`src/rtl/fetch_ctrl.sv`:
```
// Instruction fetch sequencer: owns the PC, issues one imem request at a time and
// buffers the returned word for decode. Optional feature macro: FETCH_CTRL_MISALIGN_TRAP_EN.
module fetch_ctrl #(
  parameter logic [31:0] RESET_PC = 32'h0000_0000,
  parameter int unsigned PC_STEP  = 4
) (
  input  logic        clk,
  input  logic        reset,
  input  logic        br_taken,
  input  logic [31:0] br_target,
  output logic        imem_req_valid,
  input  logic        imem_req_ready,
  output logic [31:0] imem_req_addr,
  input  logic        imem_rsp_valid,
  input  logic [31:0] imem_rsp_data,
  output logic        id_valid,
  input  logic        id_ready,
  output logic [31:0] id_instr,
  output logic [31:0] id_pc,
  output logic        fetch_fault
);

  typedef enum logic [2:0] {BOOT, REQ, WAIT, HOLD, HALT} state_t;

  state_t      state, state_nx;
  logic [31:0] pc, pc_nx;
  logic [31:0] id_instr_nx, id_pc_nx;
  logic        squash, squash_nx;
  logic        fault, fault_nx;
  logic [31:0] tgt;
  logic        misalign;
  logic        req_hs;

`ifdef FETCH_CTRL_MISALIGN_TRAP_EN
  assign tgt      = br_target;
  assign misalign = br_taken && (br_target[1:0] != 2'b00);
`else
  assign tgt      = br_target & ~32'h3;
  assign misalign = 1'b0;
`endif

  assign imem_req_valid = (state == REQ);
  assign imem_req_addr  = pc;
  assign id_valid       = (state == HOLD);
  assign fetch_fault    = fault;
  assign req_hs         = imem_req_valid && imem_req_ready;

  always_ff @(posedge clk) begin
    if (reset) begin
      state    <= BOOT;
      pc       <= RESET_PC;
      squash   <= 1'b0;
      id_instr <= '0;
      id_pc    <= RESET_PC;
      fault    <= 1'b0;
    end else begin
      state    <= state_nx;
      pc       <= pc_nx;
      squash   <= squash_nx;
      id_instr <= id_instr_nx;
      id_pc    <= id_pc_nx;
      fault    <= fault_nx;
    end
  end

  always_comb begin
    state_nx    = state;
    pc_nx       = pc;
    squash_nx   = squash;
    id_instr_nx = id_instr;
    id_pc_nx    = id_pc;
    fault_nx    = fault;
    // A misaligned redirect parks the FSM until reset; in-flight data is never consumed.
    if (misalign && state != HALT) begin
      fault_nx = 1'b1;
      state_nx = HALT;
    end else begin
      unique case (state)
        BOOT: begin
          state_nx = REQ;
          if (br_taken) pc_nx = tgt;
        end
        REQ: begin
          if (req_hs) begin
            state_nx = WAIT;
            if (br_taken) begin
              pc_nx     = tgt;
              squash_nx = 1'b1;
            end else begin
              id_pc_nx = pc;
            end
          end else if (br_taken) begin
            pc_nx = tgt;
          end
        end
        WAIT: begin
          if (imem_rsp_valid) begin
            if (squash || br_taken) begin
              squash_nx = 1'b0;
              state_nx  = REQ;
              if (br_taken) pc_nx = tgt;
            end else begin
              id_instr_nx = imem_rsp_data;
              state_nx    = HOLD;
            end
          end else if (br_taken) begin
            pc_nx     = tgt;
            squash_nx = 1'b1;
          end
        end
        HOLD: begin
          if (br_taken) begin
            pc_nx    = tgt;
            state_nx = REQ;
          end else if (id_ready) begin
            pc_nx    = pc + 32'(PC_STEP);
            state_nx = REQ;
          end
        end
        HALT: state_nx = HALT;
        default: state_nx = BOOT;
      endcase
    end
  end

endmodule

```
`config.mk`:
```
export PLATFORM = sky130hd
export DESIGN_NAME = fetch_ctrl
export DESIGN_NICKNAME = d
export VERILOG_FILES = /design/src/rtl/fetch_ctrl.sv
export SDC_FILE = /design/constraint.sdc
export NUM_CORES = 1
export LEC_CHECK = 0
export ABC_AREA = 1
export BUFFER_PORTS_ARGS = -buffer_cell sky130_fd_sc_hd__buf_2
export CAP_MARGIN = 20
export CORE_AREA = 2 2 147 113
export DETAILED_ROUTE_END_ITERATION = 16
export DIE_AREA = 0 0 149 115
export PLACE_DENSITY = 0.63
export SLEW_MARGIN = 20
export SYNTH_ARGS = -nofsm -noshare
export SYNTH_HDL_FRONTEND = slang
export SYNTH_SLANG_ARGS = --single-unit
```
`constraint.sdc`:
```
create_clock -name clk -period 1.9 [get_ports clk]
set_input_delay 0.19 -clock clk [delete_from_list [all_inputs] [get_ports clk]]
set_output_delay 0.19 -clock clk [all_outputs]
set_load 0.01 [all_outputs]
```
======== After elaboration in Yosys (flattened, before gate mapping) ========
Index checks and enable logic that the tools add are counted.
storage, ports and cells
  word-level logic and storage cells ...... 44
  bits of input ports ..................... 70
  flip-flop bits (word level) ............. 100
  output and inout port bits .............. 99
operators by class
  $add $sub $neg .......................... 1
  multiplexer cells ....................... 17
  bitwise gates (word level) .............. 2
  equal/unequal tests ..................... 8
  reductions and logical operators ........ 11
operators by type and width
  cell                                                 number
  2-to-1 mux 32 bit                                    5
  case mux 32 bit (3 select lines)                     1
  adder 32 x 3 -> 32 bit, second input constant        1
  case mux 3 bit (5 select lines)                      1
  AND reduction 3 bit                                  5
  2-to-1 mux 3 bit                                     4
  equality test 3 x 2 -> 1 bit, second input constant  2
  2-to-1 mux 1 bit                                     4
  equality test 3 x 1 -> 1 bit, second input constant  1
  equality test 3 bit, second input constant           1
  zero test 3 bit                                      1
  != test 3 x 2 -> 1 bit, second input constant        1
  != test 3 bit, second input constant                 1
  nonzero test 3 bit                                   1
  2-to-1 mux 2 bit                                     1
  != test 2 x 1 -> 1 bit, second input constant        1
  != test 2 bit, second input constant                 1
  NOT 1 bit                                            2
  case mux 1 bit (2 select lines)                      1
  nonzero test 2 bit                                   1
  OR reduction 2 bit                                   1
  logical AND 1 bit                                    1
  logical OR 1 bit                                     1

======== Depth between registers and ports, before layout ========
  depth after elaboration ................. 4
  depth in mapped cells ................... 10
  gate-level depth less buffers ........... 10

======== Worst setup path after synthesis ========
No wires, ideal clock.
  path kind ............................... register to register
  from .................................... reg pc[2] (netlist: imem_req_addr[2])
  to ...................................... reg pc[16] (netlist: imem_req_addr[16])
  path buffers ............................ 0
  slack ................................... 0.298 ns
  stages on the path, launching flop included .. 9
  arrival ................................. 1.532 ns
  setup time .............................. 0.070 ns
  clock period less this slack ............ 1.602 ns
  data required time ...................... 1.830 ns
  cells stage by stage .................... dfxtp_1 > ha_1 > nand3_1 > nor2_1 > nand3_1 > or2_2 > nand3_1 > nand2_1 > a21oi_1
between the ends
  cells in the longest elaborated chain, start to end .. 4
ends and longest elaborated chain
  item                              RTL line  RTL
  start: declaration                26        logic [31:0] pc, pc_nx;
  start signal: assignment          58        pc <= pc_nx;
  adder 32 x 3 -> 32 bit            116       pc_nx = pc + 32'(PC_STEP);
  2-to-1 mux 32 bit                 115       end else if (id_ready) begin
  2-to-1 mux 32 bit                 112       if (br_taken) begin
  case mux 32 bit (3 select lines)  78        unique case (state)
Every way passes these cells. The select of a mux whose other input is x is not followed.
A chain may end at the register's enable or synchronous reset.

======== Final worst setup path ========
  from .................................... reg pc[4] (netlist: imem_req_addr[4])
  to ...................................... reg pc[15] (netlist: imem_req_addr[15])
The elaborated chain is that of the path after synthesis.

==> results.md <==
- CP Capture Type: flip-flop
- Final-report setup violation count: 0
- Syn Std Cell Area: 0.00463 sq mm
- Htree depth: 3
- Post-route antenna net violation count: 0
- Proportion of layout cells with a drive suffix above 1: 24.3%
- RR Endpoint: imem_req_addr[15]
- Clock Tree Buf Depth: 2
- Vias per std cell: 4.65
- TritonRoute pass-1 iters: 5
- Die Area: between 0.015 and 0.02 sq mm
- Largest net degree at the start of global routing: 39
- Routed WL: 15.1 mm
- WL met2: 6.10 mm
- Initial Util: 29.4%
- WL met1: 7.73 mm
- Setup TNS: 0 ns
- Final worst path period need: 1.71 ns
- Via count: 5,073
- Fin Clk Skew: 0.00713 ns
- Gr ovfl total: 0
- FF+latch area: ~0.0019 sq mm
- Die height: 115 um
- R2R depth: 7
- Die W: 149 um
- Num CTS Buffers: 9
- Worst vdd ir: 398 uV
- Yosys cell types: 31
- Post-DP HPWL: 11.0 mm
- Top sig layer: met5
- Largest area contributor in the netlist: dfxtp_1
- Min-Delay Path Class: in -> reg
- Antenna violations before repair: 2
- # IOs: 169
- Row count: 40
- Area of the multi-input gates: 0.00239 sq mm
- Critical Path RT: 2.19 ns
- CP startpoint: imem_req_addr[4]
- Clk Latency, worst-skew pair: 0.36 ns
- Core area: about 0.016 sq mm
- Worst-path maximum fanout: 9
- Arrival @ worst endpoint: 2.00 ns
- Sequential share of the synthesized area: 41.5%
- Clock Pin Slew Worst Setup and Hold Paths: around 0.070 ns
- Pleak: between 2 and 3 nW
- Fill cells: 1,753
- Max-slew headroom: 56.6%
- Status: finished, final reports clean
- R2R Path Start: imem_req_addr[4]
- Pwr per Cell Area: 790 mW/mm^2
- Fmax: roughly 0.58 GHz
- PortBufs: 161
- Avg Cell Area, Syn: 6.44 sq um
- Vias in the first global route: about 4.6k
- Cells on Worst Hold Path: 3
- Clock Sinks: 96
- RePlAce Congestion: 0.919
- Critical path endpoint: imem_req_addr[15]
- Total Nets Final: about 950
- Root Buffer: clkbuf_16
- Final Hold Fails: 0
- DRC Markers: 0
- Routed length per instance: 13.8 um
- Final Max Slew Viols: 0
- Top-area cell type share of the netlist area: 41.5%
- Initial drt markers: 304
- Crit Path Category: reg -> reg
- Synth-to-layout area growth: 29.9%
- First-pass GRT wire length: 24.3 mm
- All-layer global routing usage: 18.1%
- CTS tree: yes
- Critical Path Start Type: flip-flop
- Synth Register Bits: 96
- Met3 routed WL: 1.08 mm
- Internal reg-to-reg setup slack: 0.19 ns
- Unrepaired setup endpoints after global routing: no
- Yosys warnings: 0
- Max cap viols: 0
- Worst Tran Pin Value: 0.650 ns
- Final Cycle Share: 90.0%
- Synthesized instance count: 719
- Tot Pwr: 0.00474 W
- Synth area leaders: dfxtp_1 42%, nand2_1 14%, nor2_1 13%, nand3_1 7.6%, a21oi_1 6.5%
per-stage QoR:
step / cells / util (%) / setup slack, ns / instance area, sq um / hold WS (ns)
4_1_cts: 1091 / 38.2 / 0.134 / 6000 / 0.0404
3_5_place_dp: 1075 / 36.4 / 0.147 / 5720 / 0.421
2_1_floorplan: 723 / - / 0.298 / 4640 / 0.325
5_1_grt: 1091 / 38.2 / 0.00267 / 6010 / 0.0428
3_3_place_gp: 1075 / 36.4 / 0.204 / 5720 / 0.411
6_report: 1092 / 38.2 / 0.190 / 6010 / 0.0503
cell usage in the layout (no fill, tap or decap), types with 2 or more instances in the layout:
master and n:
nor2_2 4, inv_1 34, clkinvlp_4 2, o22ai_1 2
nand4_1 4, nor3_1 2, nand3b_1 3, inv_2 2
clkbuf_16 9, a21oi_1 60, nand2_1 175, buf_4 23
o211ai_1 2, buf_12 2, nand3_1 70, nor2_1 154
o21ai_0 45, conb_1 5, clkbuf_1 2, buf_2 161
or2_2 3, dfxtp_1 95, a211oi_1 2, o21ai_1 8
worst min path at each step:
stage / end / from / slack (ns)
after floorplan: id_instr[28] / imem_rsp_data[28] / 0.32
after global placement: id_instr[2] / imem_rsp_data[2] / 0.41
after detailed placement: id_instr[13] / imem_rsp_data[13] / 0.42
after CTS: id_instr[31] / imem_rsp_data[31] / 0.04
after global routing: id_instr[28] / imem_rsp_data[28] / 0.04
final: id_instr[13] / imem_rsp_data[13] / 0.05
area by class of cell:
cell class / count / share of cell area, %
Inverter: 36 / 2.25
Tap cell: 210 / 4.37
Clock buffer: 12 / 4.10
Sequential cell: 96 / 32.0
Clock inverter: 4 / 0.479
Antenna cell: 1 / 0.0416
Timing Repair Buffer: 186 / 17.0
Multi-Input combinational cell: 547 / 39.8
timing repair:
item	in CTS	in global routing
setup buffers	0	0
hold buffers	0	0
endpoints found under the hold margin	0	0
resized for setup	0	4
setup endpoints to repair	0	5
synthesized netlist by cell type:
master and number:
a211oi_1 2, a21oi_1 60, a21oi_2 1, a31oi_1 1, buf_1 1, buf_2 9, buf_4 7, clkbuf_1 26
clkbuf_2 1, conb_1 1, dfxtp_1 96, ha_1 1, inv_1 34, inv_2 2, nand2_1 175, nand3_1 70
nand3b_1 3, nand4_1 4, nor2_1 157, nor2_2 1, nor3_1 2, nor3_2 1, nor3_4 1, nor4_1 1
o211ai_1 2, o21ai_0 45, o21ai_1 8, o22ai_1 2, or2_0 1, or2_2 3, xor2_1 1
per-layer routing:
layer / track usage, % / up-vias
met3: 4.84 / 16
met1: 26.0 / 2266
met5: 0 / -
li1: - / 2626
met4: 5.02 / 2
met2: 26.6 / 163
critical path, cell delays in order (launching register included):
cell and delay [ns]:
dfxtp_1 0.48, nand3_1 0.19, nor2_1 0.35, nand3_1 0.17
or2_0 0.23, nand3_1 0.06, nand2_1 0.05, a21oi_1 0.11
power breakdown:
| group | internal, W | switching [W] |
|---|---|---|
| registers | 0.00212 | 0.000118 |
| clock network | 0.000928 | 0.000826 |
| logic | 0.000293 | 0.000457 |
registers in the layout, summed over array words and instances (netlist names):
signal         flops
squash             1
id_pc             30
state              3
id_instr          32
imem_req_addr     30
cells by family after synthesis:
group	share of synthesized area, %
adder cells (fa/ha/maj)	0.270
other	0.0810
AND/OR/NAND/NOR	37.1
AO/OA/AOI/OAI	13.5
buffers and inverters	7.33
XOR/XNOR	0.189
flip-flops	41.5
(Power assumes the default switching activity.)
